`src/rtl/enoc_config_pkg.sv`:
```
// Shared ENoC configuration: packet layout, widths and the traffic-generator LFSR step.
// The network fabric uses packet_t unchanged, so field order and widths are fixed here.
package enoc_config_pkg;

  localparam int DATA_W  = 32;
  localparam int TS_W    = 16;
  localparam int N_NODES = 16;
  localparam int NODE_W  = $clog2(N_NODES);

  // Galois form of x^16 + x^14 + x^13 + x^11 (right-shifting)
  localparam logic [15:0] LFSR_TAPS = 16'hB400;

  typedef struct packed {
    logic [DATA_W-1:0] data;
    logic [NODE_W-1:0] source;
    logic [NODE_W-1:0] dest;
    logic [TS_W-1:0]   timestamp;
  } packet_t;

  function automatic logic [15:0] lfsr_next(input logic [15:0] s);
    return {1'b0, s[15:1]} ^ (s[0] ? LFSR_TAPS : 16'h0000);
  endfunction

endpackage

```
`src/rtl/enoc_src_fifo.sv`:
```
// Generic synchronous FIFO with registered storage and extra-MSB pointers.
// Head is read straight from storage; push while full is accepted only alongside a pop.
module enoc_src_fifo #(
  parameter type T     = logic [7:0],
  parameter int  DEPTH = 4
) (
  input  logic clk,
  input  logic reset_n,
  input  logic push,
  input  logic pop,
  input  T     wdata,
  output T     rdata,
  output logic full,
  output logic empty
);

  localparam int AW = $clog2(DEPTH);

  T             mem [DEPTH];
  logic [AW:0]  wr_ptr_reg;
  logic [AW:0]  rd_ptr_reg;
  logic         push_ok;
  logic         pop_ok;

  assign pop_ok  = pop && !empty;
  assign push_ok = push && (!full || pop_ok);

  // Storage is reset too so the head output is deterministic after reset.
  always_ff @(posedge clk or negedge reset_n) begin
    if (!reset_n) begin
      wr_ptr_reg <= '0;
      rd_ptr_reg <= '0;
      for (int i = 0; i < DEPTH; i++) begin
        mem[i] <= '0;
      end
    end else begin
      if (push_ok) begin
        mem[wr_ptr_reg[AW-1:0]] <= wdata;
        wr_ptr_reg              <= wr_ptr_reg + (AW+1)'(1);
      end
      if (pop_ok) begin
        rd_ptr_reg <= rd_ptr_reg + (AW+1)'(1);
      end
    end
  end

  assign rdata = mem[rd_ptr_reg[AW-1:0]];
  assign empty = (wr_ptr_reg == rd_ptr_reg);
  assign full  = (wr_ptr_reg[AW] != rd_ptr_reg[AW]) &&
                 (wr_ptr_reg[AW-1:0] == rd_ptr_reg[AW-1:0]);

endmodule

```
`src/rtl/enoc_packet_source.sv`:
```
// Per-node Bernoulli traffic injector: LFSR-driven generation, stamped packets,
// a small source queue and a valid/enable handshake toward the network input.
module enoc_packet_source
  import enoc_config_pkg::*;
#(
  parameter int          NODE_ID    = 0,
  parameter int          N          = N_NODES,
  parameter int          FIFO_DEPTH = 4,
  parameter logic [15:0] SEED       = 16'hACE1,
  parameter int          CNT_W      = 32
) (
  input  logic             clk,
  input  logic             reset_n,
  input  logic             i_enable,
  input  logic [8:0]       i_rate,
  input  logic             i_en,
  output packet_t          o_data,
  output logic             o_data_val,
  output logic             o_fifo_full,
  output logic [CNT_W-1:0] o_pkt_count,
  output logic [CNT_W-1:0] o_drop_count
);

  localparam int            NW   = $clog2(N);
  localparam logic [NW-1:0] SELF = NW'(NODE_ID);

  logic [15:0]       lfsr_reg;
  logic [TS_W-1:0]   ts_reg;
  logic [DATA_W-1:0] seq_reg;
  logic [CNT_W-1:0]  pkt_count_reg;
  logic [CNT_W-1:0]  drop_count_reg;

  logic          gen;
  logic          push;
  logic          pop;
  logic          drop;
  logic          full;
  logic          empty;
  logic [NW-1:0] d_raw;
  logic [NW-1:0] d_sel;
  packet_t       new_pkt;

  assign gen = i_enable && ({1'b0, lfsr_reg[7:0]} < i_rate);

  // Self-addressed draws are bumped to the next node (wraps within NW bits).
  assign d_raw = lfsr_reg[8 +: NW];
  assign d_sel = (d_raw == SELF) ? d_raw + NW'(1) : d_raw;

  always_comb begin
    new_pkt           = '0;
    new_pkt.data      = seq_reg;
    new_pkt.source    = NODE_W'(NODE_ID);
    new_pkt.dest      = NODE_W'(d_sel);
    new_pkt.timestamp = ts_reg;
  end

  assign pop  = !empty && i_en;
  assign push = gen && (!full || pop);
  assign drop = gen && full && !pop;

  enoc_src_fifo #(
    .T     (packet_t),
    .DEPTH (FIFO_DEPTH)
  ) u_fifo (
    .clk     (clk),
    .reset_n (reset_n),
    .push    (push),
    .pop     (pop),
    .wdata   (new_pkt),
    .rdata   (o_data),
    .full    (full),
    .empty   (empty)
  );

  // Sequence advances on every generate so dropped packets leave gaps in data.
  always_ff @(posedge clk or negedge reset_n) begin
    if (!reset_n) begin
      lfsr_reg       <= SEED;
      ts_reg         <= '0;
      seq_reg        <= '0;
      pkt_count_reg  <= '0;
      drop_count_reg <= '0;
    end else begin
      lfsr_reg <= lfsr_next(lfsr_reg);
      ts_reg   <= ts_reg + TS_W'(1);
      if (gen) begin
        seq_reg <= seq_reg + DATA_W'(1);
      end
      if (pop && (pkt_count_reg != '1)) begin
        pkt_count_reg <= pkt_count_reg + CNT_W'(1);
      end
      if (drop && (drop_count_reg != '1)) begin
        drop_count_reg <= drop_count_reg + CNT_W'(1);
      end
    end
  end

  assign o_data_val   = !empty;
  assign o_fifo_full  = full;
  assign o_pkt_count  = pkt_count_reg;
  assign o_drop_count = drop_count_reg;

endmodule
```
`config.mk`:
```
export PLATFORM = sky130hd
export DESIGN_NAME = enoc_packet_source
export DESIGN_NICKNAME = d
export VERILOG_FILES = /design/src/rtl/enoc_config_pkg.sv /design/src/rtl/enoc_src_fifo.sv /design/src/rtl/enoc_packet_source.sv
export SDC_FILE = /design/constraint.sdc
export NUM_CORES = 1
export LEC_CHECK = 0
export CELL_PAD_IN_SITES_DETAIL_PLACEMENT = 1
export CELL_PAD_IN_SITES_GLOBAL_PLACEMENT = 2
export CORE_ASPECT_RATIO = 0.9
export CORE_MARGIN = 3
export CORE_UTILIZATION = 40
export CTS_BUF_LIST = sky130_fd_sc_hd__clkbuf_8 sky130_fd_sc_hd__clkbuf_16
export DETAILED_ROUTE_END_ITERATION = 10
export HOLD_SLACK_MARGIN = 0.03
export PLACE_DENSITY = 0.8
export SLEW_MARGIN = 20
export SYNTH_ARGS = -nofsm -noshare
export SYNTH_HDL_FRONTEND = slang
export SYNTH_SLANG_ARGS = --single-unit
```
`constraint.sdc`:
```
create_clock -name clk -period 4.4 [get_ports clk]
set_input_delay 0.44 -clock clk [delete_from_list [all_inputs] [get_ports clk]]
set_output_delay 0.44 -clock clk [all_outputs]
set_load 0.05 [all_outputs]
```
==> impl_metrics.xml <==
<?xml version="1.0" encoding="UTF-8"?>
<metrics>
  <group name="status">
    <metric name="result_of_the_run" unit="">finished clean</metric>
  </group>
  <group name="floorplanning">
    <metric name="number_of_placement_rows" unit="">67</metric>
    <metric name="die-height" unit="um">191</metric>
    <metric name="die-area" unit="um2">40300</metric>
    <metric name="ioPinCount" unit="">135</metric>
    <metric name="placeableCoreArea" unit="um2">37300</metric>
    <metric name="die_width" unit="um">211</metric>
    <metric name="floorplan.initialDensity" unit="">0.407</metric>
  </group>
  <group name="job">
    <metric name="cap_violations" unit="">0</metric>
  </group>
  <group name="final_layout">
    <metric name="n_fill_cell" unit="">3635</metric>
    <metric name="seq_area" unit="um2">8570</metric>
    <metric name="registers.top_by_ff_count" unit="">u_fifo.mem</metric>
    <metric name="largest_register_ffs" unit="">208</metric>
    <metric name="multi_input_area" unit="um2">6220</metric>
    <metric name="antenna-diode-count" unit="">0</metric>
    <metric name="area_growth" unit="%">21.0</metric>
    <metric name="drive_gt1_frac" unit="">0.140</metric>
    <metric name="postLayoutCoreUtil" unit="">0.492</metric>
    <metric name="fin_nets" unit="">1233</metric>
  </group>
  <group name="timing">
    <metric name="final_setup_tns" unit="ns">0</metric>
    <metric name="post-route-min-period" unit="ns">3.39</metric>
    <metric name="relSlewSlack" unit="">0.387</metric>
    <metric name="setup_repair_after_global_routing_missed_its_margin" unit="">no</metric>
    <metric name="timing.final.ws_setup" unit="ns">1.01</metric>
    <metric name="setup_violations" unit="">0</metric>
    <metric name="hold_violations" unit="">0</metric>
    <metric name="worst-slew-pin-transition" unit="ns">0.919</metric>
    <metric name="fmax" unit="MHz">295</metric>
    <metric name="fin_worst_skew" unit="ns">0.00990</metric>
    <metric name="final_max_slew_viol_count" unit="">0</metric>
    <metric name="final_period_utilization" unit="">0.771</metric>
  </group>
  <group name="yosys">
    <metric name="synth_largest_area_cell" unit="">dfrtp_1</metric>
    <metric name="synth_sequential_area_ratio" unit="">0.565</metric>
    <metric name="muxShareOfSynthArea" unit="">0.234</metric>
    <metric name="synth_seq_cells" unit="">342</metric>
    <metric name="yosys_most_used_dff" unit="">dfrtp_1</metric>
    <metric name="synth_enable_flop_cells" unit="">0</metric>
    <metric name="synth_largest_type_area_fraction" unit="">0.551</metric>
    <metric name="number_of_synthesis_warnings" unit="">0</metric>
    <metric name="top_cells_by_area_in_the_synthesized_netlist" unit="">dfrtp_1 55%, mux2_1 15%, mux4_2 7.7%</metric>
    <metric name="avgSynthCellArea" unit="um2">14.3</metric>
    <metric name="synthXorXnorAreaFrac" unit="">0.0697</metric>
    <metric name="synth_compound_area_frac" unit="">0.00692</metric>
    <metric name="synth_cells" unit="">1065</metric>
    <metric name="ys_types" unit="">51</metric>
    <metric name="synth_top_family_by_area" unit="">multiplexers</metric>
    <metric name="syn-cell-area" unit="um2">15200</metric>
    <metric name="async_flop_share" unit="">1.00</metric>
    <metric name="synth-adder-area-share" unit="">0.0148</metric>
    <metric name="area_fraction_in_and_or_nand_and_nor_cells_after_synthesis" unit="">0.0828</metric>
  </group>
  <group name="setup_path">
    <metric name="required" unit="ns">3.96</metric>
    <metric name="worst_setup_path_start_kind" unit="">flip-flop</metric>
    <metric name="critPathArrivalTime" unit="ns">2.95</metric>
    <metric name="critical_path.endpoint_type" unit="">primary output</metric>
    <metric name="timing.reg2reg.worst_path_depth" unit="">8</metric>
    <metric name="criticalPathCategory" unit="">reg2out</metric>
    <metric name="timing.critical_path.fanout_max" unit="">18</metric>
  </group>
  <group name="routing">
    <metric name="detailed_route_wl" unit="mm">33.6</metric>
    <metric name="drt_pass1_iterations" unit="">4</metric>
    <metric name="drt-vias-per-instance" unit="">5.22</metric>
    <metric name="post-route-drc-count" unit="">0</metric>
    <metric name="vias" unit="">8954</metric>
    <metric name="detailedRoute.firstIterationViolations" unit="">362</metric>
    <metric name="drtAntennaViolNets" unit="">0</metric>
    <metric name="detail_route.wl_per_cell" unit="um">19.6</metric>
  </group>
  <group name="clocking">
    <metric name="clkLatencyLatePin" unit="ns">0.52</metric>
    <metric name="postCtsHoldBufs" unit="">0</metric>
    <metric name="cts-root-to-sink-buffers" unit="">3</metric>
    <metric name="clock_edge_transition_at_the_registers_on_the_reported_setup_and_hold_paths" unit="ns">0.06</metric>
    <metric name="tritoncts" unit="">done</metric>
    <metric name="cts_setup_buffers" unit="">0</metric>
    <metric name="htree_levels" unit="">2</metric>
    <metric name="cts.sinks" unit="">342</metric>
    <metric name="cts.root.buffer_cell" unit="">clkbuf_16</metric>
    <metric name="cts_resized" unit="">0</metric>
    <metric name="cts_made_buffers" unit="">39</metric>
  </group>
  <group name="power_and_ir_drop">
    <metric name="switchingPower" unit="mW">3.20</metric>
    <metric name="total_power" unit="mW">9.87</metric>
    <metric name="power.clock.fraction" unit="">0.343</metric>
    <metric name="p_sw_frac" unit="">0.324</metric>
    <metric name="ir_worst_vdd" unit="V">0.000321</metric>
    <metric name="cellPowerDensity" unit="nW/um2">537</metric>
    <metric name="power_leakage" unit="nW">8.51</metric>
    <metric name="part_of_the_total_power_dissipated_in_sequential_elements" unit="">0.389</metric>
    <metric name="internal_power" unit="mW">6.67</metric>
    <metric name="p_comb_frac" unit="">0.268</metric>
  </group>
  <group name="place">
    <metric name="port_buffer_cells" unit="">130</metric>
    <metric name="placement.setup.worst_slack" unit="ns">1.03</metric>
    <metric name="gp_congestion" unit="">0.724</metric>
    <metric name="detailedPlacementHpwl" unit="mm">22.3</metric>
  </group>
  <group name="grt">
    <metric name="grt_overflow" unit="">0</metric>
    <metric name="grt.total_usage" unit="">0.173</metric>
    <metric name="first_global_vias" unit="">9761</metric>
    <metric name="antenna_found_initial" unit="">0</metric>
    <metric name="largest_net_degree_at_the_start_of_global_routing" unit="">116</metric>
    <metric name="grt_pass1_wl" unit="mm">55.6</metric>
  </group>
  <group name="min_path">
    <metric name="hold_path_class" unit="">in2async</metric>
  </group>
</metrics>
[kinds of logic after synthesis]
logic type / after synthesis
other: 1
AND/OR/NAND/NOR: 228
XOR/XNOR: 119
AO/OA/AOI/OAI: 15
adder cells (fa/ha/maj): 18
buffers and inverters: 78
multiplexers: 264
flip-flops: 342
[area by class of cell]
cell class              count  share of cell area
multi-input cells         648               0.339
clock inverters            22              0.0123
well taps                 483              0.0329
repair buffers            150              0.0834
flip-flops and latches    342               0.467
clock buffers              49              0.0619
inverters                  21             0.00429
[routing by layer]
layer / part of all wire / track usage / wire (um) / vias to the layer above
met4: 0.015 / 0.0379 / 497 / 0
li1: - / - / - / 4061
met3: 0.033 / 0.0275 / 1130 / 39
met2: 0.47 / 0.277 / 15800 / 125
met1: 0.48 / 0.250 / 16200 / 4729
met5: 0 / 0 / 0 / -
[final timing paths]
path                                            from        endpoint  slack [ns]
max in group asynchronous                    reset_n     lfsr_reg[6]        3.38
worst min-delay path                         reset_n  u_fifo.mem[66]        0.01
worst min register to register          lfsr_reg[12]    lfsr_reg[11]        0.35
min in group clk                        lfsr_reg[12]    lfsr_reg[11]        0.35
worst max register to register  u_fifo.rd_ptr_reg[1]  u_fifo.mem[55]        1.42
worst max-delay path            u_fifo.rd_ptr_reg[0]      o_data[16]        1.01
[per-stage QoR]
| step | instances | hold slack (ns) | cell area (um2) |
|---|---|---|---|
| 4_1_cts | 1715 | 0.0418 | 18400 |
| 5_1_grt | 1715 | 0.0528 | 18400 |
| 2_1_floorplan | 1068 | 0.144 | 15200 |
| 3_3_place_gp | 1644 | 0.335 | 17000 |
| 3_5_place_dp | 1644 | 0.340 | 17000 |
| 6_report | 1715 | 0.0113 | 18400 |
[power groups by stage]
stage | registers (mW) | clock network (mW) | logic, mW
after floorplan | 3.83 | 0 | 1.87
after global placement | 3.88 | 0 | 2.65
after detailed placement | 3.90 | 0 | 2.70
after CTS | 3.85 | 3.48 | 2.71
after global routing | 3.91 | 3.64 | 2.84
final | 3.84 | 3.38 | 2.64
[critical path: stages (launching register included)]
cell,delay [ns]
dfrtp_4,0.68
buf_4,0.39
mux4_2,0.61
clkdlybuf4s50_1,0.73
[cell usage after synthesis (2+ instances only)]
cell type,n
dfrtp_1,334
mux2_1,199
xnor2_1,80
mux4_2,52
nand2_1,52
nand3_1,38
xor2_1,37
nand4_1,35
nor2_1,30
buf_4,26
inv_1,21
and3_1,19
ha_1,18
clkbuf_1,17
nor3_1,14
mux2_2,13
and4_1,9
buf_1,8
dfstp_2,8
buf_2,5
a21oi_1,4
and2_1,4
nand2_4,4
nor2b_1,4
nor4_1,3
nand2b_1,2
nand4b_1,2
nor3_2,2
o21ai_0,2
xor2_2,2
[placed cells by master, fill, tap and decap left out, types with 8 or more instances in the layout]
cell / netlist / final
and3_1: 19 / 19
and4_1: 9 / 9
buf_4: 26 / 14
clkbuf_16: 0 / 41
clkbuf_8: 0 / 8
clkdlybuf4s50_1: 0 / 129
dfrtp_1: 334 / 332
dfstp_2: 8 / 8
ha_1: 18 / 18
inv_1: 21 / 31
mux2_1: 199 / 199
mux2_2: 13 / 13
mux4_2: 52 / 52
nand2_1: 52 / 52
nand3_1: 38 / 38
nand4_1: 35 / 35
nor2_1: 30 / 30
nor3_1: 14 / 14
xnor2_1: 80 / 80
xor2_1: 37 / 37
(Power assumes the default switching activity.)
